File: src/rtl/alu_operand_stage.sv
// alu_operand_stage
// -----------------
// This pipeline stage sits directly in front of the ALU. It takes decoded
// instructions from the decode/register-read stage and resolves both ALU
// operands, forwarding from the ALU result or from writeback where needed.
// It presents the resolved operands, the opcode and the destination info
// to the ALU.
//
// Storage is two slots:
//   - OUT is the oldest entry and drives the out_* ports.
//   - SKID is the younger entry and is used only under backpressure.
// Because of the skid slot, in_ready comes straight from the state register.
//
// Handshake rule (both ports): a transfer happens on a rising clk edge where
// valid and ready are both 1. A source holds its payload stable while valid
// is 1 and ready is 0. On the upstream side, flush cancels that cycle's
// transfer.
//
// Ports
//   clk, reset      clock; asynchronous active-low reset
//   flush           synchronous discard of all held instructions
//   in_*            decoded instruction from decode (valid/ready)
//   alu_result      ALU output for the entry currently on out_*
//   wb_*            writeback write port (forwarding source)
//   out_*           resolved operands + destination info (valid/ready)
//   stall_count     saturating count of cycles with out_valid & !out_ready
//   dbg_state       current occupancy state (EMPTY=0, ONE=1, FULL=2)
module alu_operand_stage #(
    parameter int WIDTH  = 16,
    parameter int REG_AW = 4
) (
    input  logic              clk,
    input  logic              reset,
    input  logic              flush,
    input  logic              in_valid,
    output logic              in_ready,
    input  logic [3:0]        in_inst_id,
    input  logic [REG_AW-1:0] in_rs_addr,
    input  logic [REG_AW-1:0] in_rt_addr,
    input  logic [WIDTH-1:0]  in_rs_data,
    input  logic [WIDTH-1:0]  in_rt_data,
    input  logic [WIDTH-1:0]  in_imm,
    input  logic              in_use_imm,
    input  logic [REG_AW-1:0] in_rd_addr,
    input  logic              in_wr_en,
    input  logic [WIDTH-1:0]  alu_result,
    input  logic              wb_valid,
    input  logic [REG_AW-1:0] wb_addr,
    input  logic [WIDTH-1:0]  wb_data,
    output logic              out_valid,
    input  logic              out_ready,
    output logic [3:0]        out_inst_id,
    output logic [WIDTH-1:0]  out_in0,
    output logic [WIDTH-1:0]  out_in1,
    output logic [REG_AW-1:0] out_rd_addr,
    output logic              out_wr_en,
    output logic [15:0]       stall_count,
    output logic [1:0]        dbg_state
);

    typedef enum logic [1:0] {
        EMPTY = 2'd0,
        ONE   = 2'd1,
        FULL  = 2'd2
    } state_t;

    state_t state;
    state_t next_state;

    logic accept;
    logic consume;
    logic load_out_from_in;
    logic load_out_from_skid;
    logic load_skid;

    logic [3:0]        skid_inst_id;
    logic [WIDTH-1:0]  skid_in0;
    logic [WIDTH-1:0]  skid_in1;
    logic [REG_AW-1:0] skid_rd_addr;
    logic              skid_wr_en;

    logic [WIDTH-1:0]  cap_in0;
    logic [WIDTH-1:0]  cap_in1;

    // Both handshake flags depend only on the state register.
    assign out_valid = (state != EMPTY);
    assign in_ready  = (state != FULL);
    assign dbg_state = state;

    assign accept  = in_valid & in_ready & ~flush;
    assign consume = out_valid & out_ready;

    // Forwarding priority is: the entry now in OUT (its result is on
    // alu_result this cycle), then the writeback port, then the register
    // file read.
    function automatic logic [WIDTH-1:0] resolve_src(
        input logic [REG_AW-1:0] src,
        input logic [WIDTH-1:0]  rf_data,
        input logic              fwd_alu_en,
        input logic [REG_AW-1:0] fwd_alu_addr,
        input logic [WIDTH-1:0]  fwd_alu_data,
        input logic              fwd_wb_en,
        input logic [REG_AW-1:0] fwd_wb_addr,
        input logic [WIDTH-1:0]  fwd_wb_data
    );
        logic [WIDTH-1:0] res;
        res = rf_data;
        if (fwd_alu_en && (fwd_alu_addr == src)) begin
            res = fwd_alu_data;
        end else if (fwd_wb_en && (fwd_wb_addr == src)) begin
            res = fwd_wb_data;
        end
        return res;
    endfunction

    // Operands are resolved once, when the entry is captured. Held entries
    // are never resolved again.
    always_comb begin
        cap_in0 = resolve_src(in_rs_addr, in_rs_data,
                              out_valid & out_wr_en, out_rd_addr, alu_result,
                              wb_valid, wb_addr, wb_data);
        if (in_use_imm) begin
            cap_in1 = in_imm;
        end else begin
            cap_in1 = resolve_src(in_rt_addr, in_rt_data,
                                  out_valid & out_wr_en, out_rd_addr, alu_result,
                                  wb_valid, wb_addr, wb_data);
        end
    end

    // State register
    always_ff @(posedge clk or negedge reset) begin
        if (!reset) begin
            state <= EMPTY;
        end else begin
            state <= next_state;
        end
    end

    // Next-state and slot load controls
    always_comb begin
        next_state         = state;
        load_out_from_in   = 1'b0;
        load_out_from_skid = 1'b0;
        load_skid          = 1'b0;
        if (flush) begin
            next_state = EMPTY;
        end else begin
            case (state)
                EMPTY: begin
                    if (accept) begin
                        next_state       = ONE;
                        load_out_from_in = 1'b1;
                    end
                end
                ONE: begin
                    if (accept && consume) begin
                        load_out_from_in = 1'b1;
                    end else if (accept) begin
                        next_state = FULL;
                        load_skid  = 1'b1;
                    end else if (consume) begin
                        next_state = EMPTY;
                    end
                end
                FULL: begin
                    if (consume) begin
                        next_state         = ONE;
                        load_out_from_skid = 1'b1;
                    end
                end
                default: next_state = EMPTY;
            endcase
        end
    end

    // OUT slot
    always_ff @(posedge clk or negedge reset) begin
        if (!reset) begin
            out_inst_id <= '0;
            out_in0     <= '0;
            out_in1     <= '0;
            out_rd_addr <= '0;
            out_wr_en   <= 1'b0;
        end else if (load_out_from_in) begin
            out_inst_id <= in_inst_id;
            out_in0     <= cap_in0;
            out_in1     <= cap_in1;
            out_rd_addr <= in_rd_addr;
            out_wr_en   <= in_wr_en;
        end else if (load_out_from_skid) begin
            out_inst_id <= skid_inst_id;
            out_in0     <= skid_in0;
            out_in1     <= skid_in1;
            out_rd_addr <= skid_rd_addr;
            out_wr_en   <= skid_wr_en;
        end
    end

    // SKID slot
    always_ff @(posedge clk or negedge reset) begin
        if (!reset) begin
            skid_inst_id <= '0;
            skid_in0     <= '0;
            skid_in1     <= '0;
            skid_rd_addr <= '0;
            skid_wr_en   <= 1'b0;
        end else if (load_skid) begin
            skid_inst_id <= in_inst_id;
            skid_in0     <= cap_in0;
            skid_in1     <= cap_in1;
            skid_rd_addr <= in_rd_addr;
            skid_wr_en   <= in_wr_en;
        end
    end

    // Stall counter. It is cleared only by reset and sticks at all-ones.
    always_ff @(posedge clk or negedge reset) begin
        if (!reset) begin
            stall_count <= '0;
        end else if (out_valid && !out_ready && (stall_count != 16'hFFFF)) begin
            stall_count <= stall_count + 16'd1;
        end
    end

endmodule

File: config.mk
export PLATFORM = sky130hd
export DESIGN_NAME = alu_operand_stage
export DESIGN_NICKNAME = d
export VERILOG_FILES = /design/src/rtl/alu_operand_stage.sv
export SDC_FILE = /design/constraint.sdc
export NUM_CORES = 1
export LEC_CHECK = 0
export ABC_CLOCK_PERIOD_IN_PS = 5800
export CORE_MARGIN = 3
export CORE_UTILIZATION = 44
export CTS_CLUSTER_DIAMETER = 150
export DETAILED_ROUTE_END_ITERATION = 12
export GPL_TIMING_DRIVEN = 0
export HOLD_SLACK_MARGIN = 0.1
export PLACE_DENSITY_LB_ADDON = 0.15
export SLEW_MARGIN = 20
export SYNTH_ARGS = -nofsm -noshare
export SYNTH_HDL_FRONTEND = slang
export SYNTH_SLANG_ARGS = --single-unit
File: constraint.sdc
create_clock -name clk -period 5.8 [get_ports clk]
set_clock_uncertainty 0.15 [all_clocks]
set_input_delay 1.16 -clock clk [delete_from_list [all_inputs] [get_ports clk]]
set_output_delay 1.16 -clock clk [all_outputs]
set_load 0.005 [all_outputs]
After elaboration in Yosys (flattened, before gate mapping)

Cells that the tools add are included.

Input bits: 108
Register bits: 100
Output and inout bits: 61

Multiplexer cells: 32
Equal/unequal tests: 12
Bitwise gates (word level): 5
$add $sub $neg: 1
Reductions and logical operators: 12

Operators with widths:

| kind                    | number |
|---|---|
| $mux W16                | 9 |
| $add A16 B1 Y16 const B | 1 |
| $eq A4 B4 Y1            | 4 |
| $mux W4                 | 4 |
| $ne A16 B16 Y1 const B  | 1 |
| $mux W2                 | 6 |
| $mux W1                 | 11 |
| $ne A3 B3 Y1 const B    | 3 |
| $logic_and A1 B1 Y1     | 7 |
| $pmux W2 S3             | 1 |
| $and A1 B1 Y1           | 4 |
| $ne A4 B4 Y1 const B    | 1 |
| $reduce_and A4 Y1       | 1 |
| $reduce_bool A2 Y1      | 2 |
| $eq A2 B1 Y1 const B    | 1 |
| $eq A2 B2 Y1 const B    | 1 |
| $logic_not A2 Y1        | 1 |
| $ne A2 B2 Y1 const B    | 1 |
| $pmux W1 S2             | 1 |
| $logic_not A1 Y1        | 1 |
| $not A1 Y1              | 1 |

Depth between registers and ports, before layout

Word-level depth: 8
Depth in mapped cells: 7
Depth with buffers taken out: 5

Worst setup path after synthesis

OpenSTA, ideal clock, no wires.

Kind: input port to flip-flop
Start point: input port wb_addr[3]
End point: register out_in1[10]
Path slack: 3.065 ns
Setup time: 0.135 ns
Stages: 7
Data arrival time: 2.450 ns
Required time: 5.515 ns
Path through: xnor2_1 nand3_1 or2_1 clkbuf_1 buf_2 a211oi_1 o31ai_1

Word-level cells in the longest chain between the ends: 6

Ends and longest elaborated chain:

| what                   | RTL line | RTL |
|---|---|---|
| start: declaration     | 48       | `input logic [REG_AW-1:0] wb_addr,` |
| $eq A4 B4 Y1           | 110      | `end else if (fwd_wb_en && (fwd_wb_addr == src)) begin` |
| $logic_and A1 B1 Y1    | 110      |  |
| $mux W16               | 110      |  |
| $mux W16               | 108      | `if (fwd_alu_en && (fwd_alu_addr == src)) begin` |
| $mux W16               | 122      | `if (in_use_imm) begin` |
| $mux W16               | 185      | `end else if (load_out_from_in) begin` |
| end signal: assignment | 188      | `out_in1 <= cap_in1;` |
| end signal: assignment | 194      | `out_in1 <= skid_in1;` |
| end: declaration       | 54       | `output logic [WIDTH-1:0] out_in1,` |

Every way passes these cells.
A chain may end at the register's enable or synchronous reset.

Worst setup path in the final report

Start point: input port out_ready
End point: register skid_in0[8]

Word-level cells in the longest chain between the ends: 5

Ends and longest elaborated chain:

| what                   | RTL line | RTL |
|---|---|---|
| start: declaration     | 51       | `input logic out_ready,` |
| $and A1 B1 Y1          | 91       | `assign consume = out_valid & out_ready;` |
| $logic_and A1 B1 Y1    | 157      | `if (accept && consume) begin` |
| $mux W1                | 157      |  |
| $mux W1                | 149      | `case (state)` |
| $mux W1                | 146      | `if (flush) begin` |
| end signal: assignment | 210      | `skid_in0 <= cap_in0;` |
| end: declaration       | 77       | `logic [WIDTH-1:0] skid_in0;` |

Every way passes these cells.

==> impl_metrics.tcl <==
set metrics [dict create \
    arrival_ns 3.62 \
    worstPathMaxFanout 10 \
    cts-resized-gates 0 \
    final_layout_size_suffix_gt1_frac 0.0494 \
    ant_nets 0 \
    postSynth.asyncResetShare 1.00 \
    switching_power_uw 609 \
    vias 5375 \
    antenna_found_initial 0 \
    synth_top_cell_area_share 0.459 \
    fillers 995 \
    synthesis.area_um2 5460 \
    place_inst 922 \
    drt_wl_total_um 18200 \
    ir_worst_vdd_v 0.000158 \
    tritoncts "yes" \
    avgSynthCellArea_um2 9.31 \
    synthFlopType "dfrtp_1" \
    r2r_setup_slack_ns 3.10 \
    setup_viol 0 \
    rows 40 \
    grt_first_pass_wirelength_um 29400 \
    synthDistinctLibCells 45 \
    grt_max_degree 74 \
    path_clk_slew_ns 0.07 \
    grt_setup_unrepaired "no" \
    power_frac_comb 0.262 \
    die_h_um 117 \
    postPlaceCellArea_um2 7370 \
    syn-num-nets 695 \
    drt_pass1_iterations 8 \
    drt_iter0_drc 664 \
    power.density_nw_per_um2 276 \
    p_int_uw 1500 \
    worst_slew_pin_slew_ns 0.767 \
    grt.total_usage 0.268 \
    ys_warn_count 0 \
    grt-ovfl-total 0 \
    synthCells 586 \
    core-area_um2 12100 \
    layout_min_cycle_time_ns 3.51 \
    yosysSeqAreaShare 0.459 \
    p_leak_uw 0.00311 \
    post_drt_wl_per_cell_um 19.5 \
    numCtsBuffers 9 \
    fin_nets 874 \
    synth_edf_count 0 \
    fin_tns_setup_ns 0 \
    fin_cells 937 \
    pre_cts_ws_ns 1.99 \
    switching_share 0.288 \
    critPathCaptureType "register" \
    cp.required_ns 5.91 \
    drc 0 \
    fin_hold_ws_ns 0.330 \
    pin_count 169 \
    synthTopCellsByArea "dfrtp_1, mux2i_1, nand2_1, nor2_1, o31ai_1" \
    worst_slack_ns 2.29 \
    max_freq_mhz 285 \
    max-clock-path-buffers 2 \
    startpoint_type "input pin" \
    h-tree-depth 3 \
    die_width_um 117 \
    hpwl_um 13700 \
    hold_viol_final 0 \
    post_cts_buffers 0 \
    via_per_inst 5.74 \
    clk_latency_ns 0.35 \
    syn_to_final_growth_pct 40.4 \
    grt_pass1_vias 5382 \
    finalCritPeriodShare 0.605 \
    power_frac_seq 0.450 \
    hold_path_class "reg2reg" \
    pwr-share-clk 0.288 \
    start_util 0.452 \
    cap_violations 0 \
    finish.instance_area_um2 7660 \
    final_common_cell "clkdlybuf4s50_1" \
    ys_ff_latch 100 \
    antennaDiodeCount 0 \
    cts.sinks 100 \
    criticalPathCategory "in2reg" \
    slew_violations 0 \
    dieArea_um2 13800 \
    cts_hold_buf 0 \
    status "complete, no violations" \
    portBuffers 167 \
    layout.cells.most_common_list "clkdlybuf4s50_1, dfrtp_1, nand2_1" \
    synth_top_cell_by_area "dfrtp_1" \
    slew_headroom 0.485 \
    root_buffer "clkbuf_16" \
    gp_congestion 0.895 \
]
[per-stage QoR]
step | total power, uW | util
finish | 2110 | 0.635
global route | 2220 | 0.635
CTS | 2120 | 0.635
detailed placement | 1510 | 0.611
global placement | 1490 | 0.608
floorplan | 1180 | -
[synthesized netlist by cell type (12+ instances only)]
master / count
nand2_1: 80
mux2i_1: 39
o211ai_1: 17
nand3_1: 37
a222oi_1: 16
inv_1: 19
o31ai_1: 32
a21oi_1: 19
dfrtp_1: 100
xnor2_1: 15
xor2_1: 12
clkbuf_1: 28
a211oi_1: 17
nor2_1: 68
[per-layer routing]
metal / global-route usage / wire length (um) / part of all wire
met1: 0.370 / 7640 / 0.42
met2: 0.414 / 8600 / 0.47
met3: 0.0574 / 1510 / 0.083
met4: 0.106 / 474 / 0.026
met5: 0 / 0 / 0
[layout make-up]
cell class,instances,area (um2),area share
plain buffers,41,175,0.0229
clock buffers,10,239,0.0312
clock inverters,5,52.6,0.00686
inverters,19,71.3,0.00931
multi-input cells,426,2710,0.353
flip-flops and latches,100,2500,0.327
well taps,168,210,0.0275
repair buffers,168,1700,0.222
[cells by family (layout without fill, tap and decap cells)]
family | Yosys count | count (layout) | synth area share
muxes | 40 | 40 | 0.0736
and+or+nand+nor | 222 | 222 | 0.189
DFF | 100 | 100 | 0.459
xor gates and xnor gates | 28 | 28 | 0.0463
AOI/OAI and AO/OA | 135 | 135 | 0.184
adders and majority gates | 1 | 1 | 0.00229
buffers and inverters | 60 | 243 | 0.0452
[sequential cells by signal, indices dropped and copies added, names as in the netlist, 2 cells and up]
register	cells
dbg_state	2
out_in0	16
out_in1	16
out_inst_id	4
out_rd_addr	4
skid_in0	16
skid_in1	16
skid_inst_id	4
skid_rd_addr	4
stall_count	16
[power groups by stage]
stage / Sequential (uW) / Combinational, uW / Clock [uW]
global placement: 954 / 537 / 0
finish: 951 / 554 / 608
detailed placement: 959 / 553 / 0
global route: 971 / 608 / 645
CTS: 949 / 556 / 614
floorplan: 942 / 240 / 0
[critical path: stages]
cell             delay (ns)
clkdlybuf4s50_1        0.50
nand2b_1               0.22
nor3_2                 0.46
clkbuf_1               0.51
clkbuf_1               0.49
nand3_1                0.15
o211ai_1               0.12
[path summary, 6_finish.rpt]
kind / end / start / depth (start not counted)
setup / recovery: skid_in0[8]$_DFFE_PN0P_ / out_ready / 7
max in group asynchronous: skid_in0[12]$_DFFE_PN0P_ / reset / 2
setup reg to reg: skid_in0[8]$_DFFE_PN0P_ / dbg_state[1]$_DFFE_PN0P_ / 6
hold / removal: skid_inst_id[0]$_DFFE_PN0P_ / skid_inst_id[0]$_DFFE_PN0P_ / 2
hold reg to reg: skid_inst_id[0]$_DFFE_PN0P_ / skid_inst_id[0]$_DFFE_PN0P_ / 2
min in group asynchronous: stall_count[12]$_DFFE_PN0P_ / reset / 1
(Power assumes the default switching activity.)
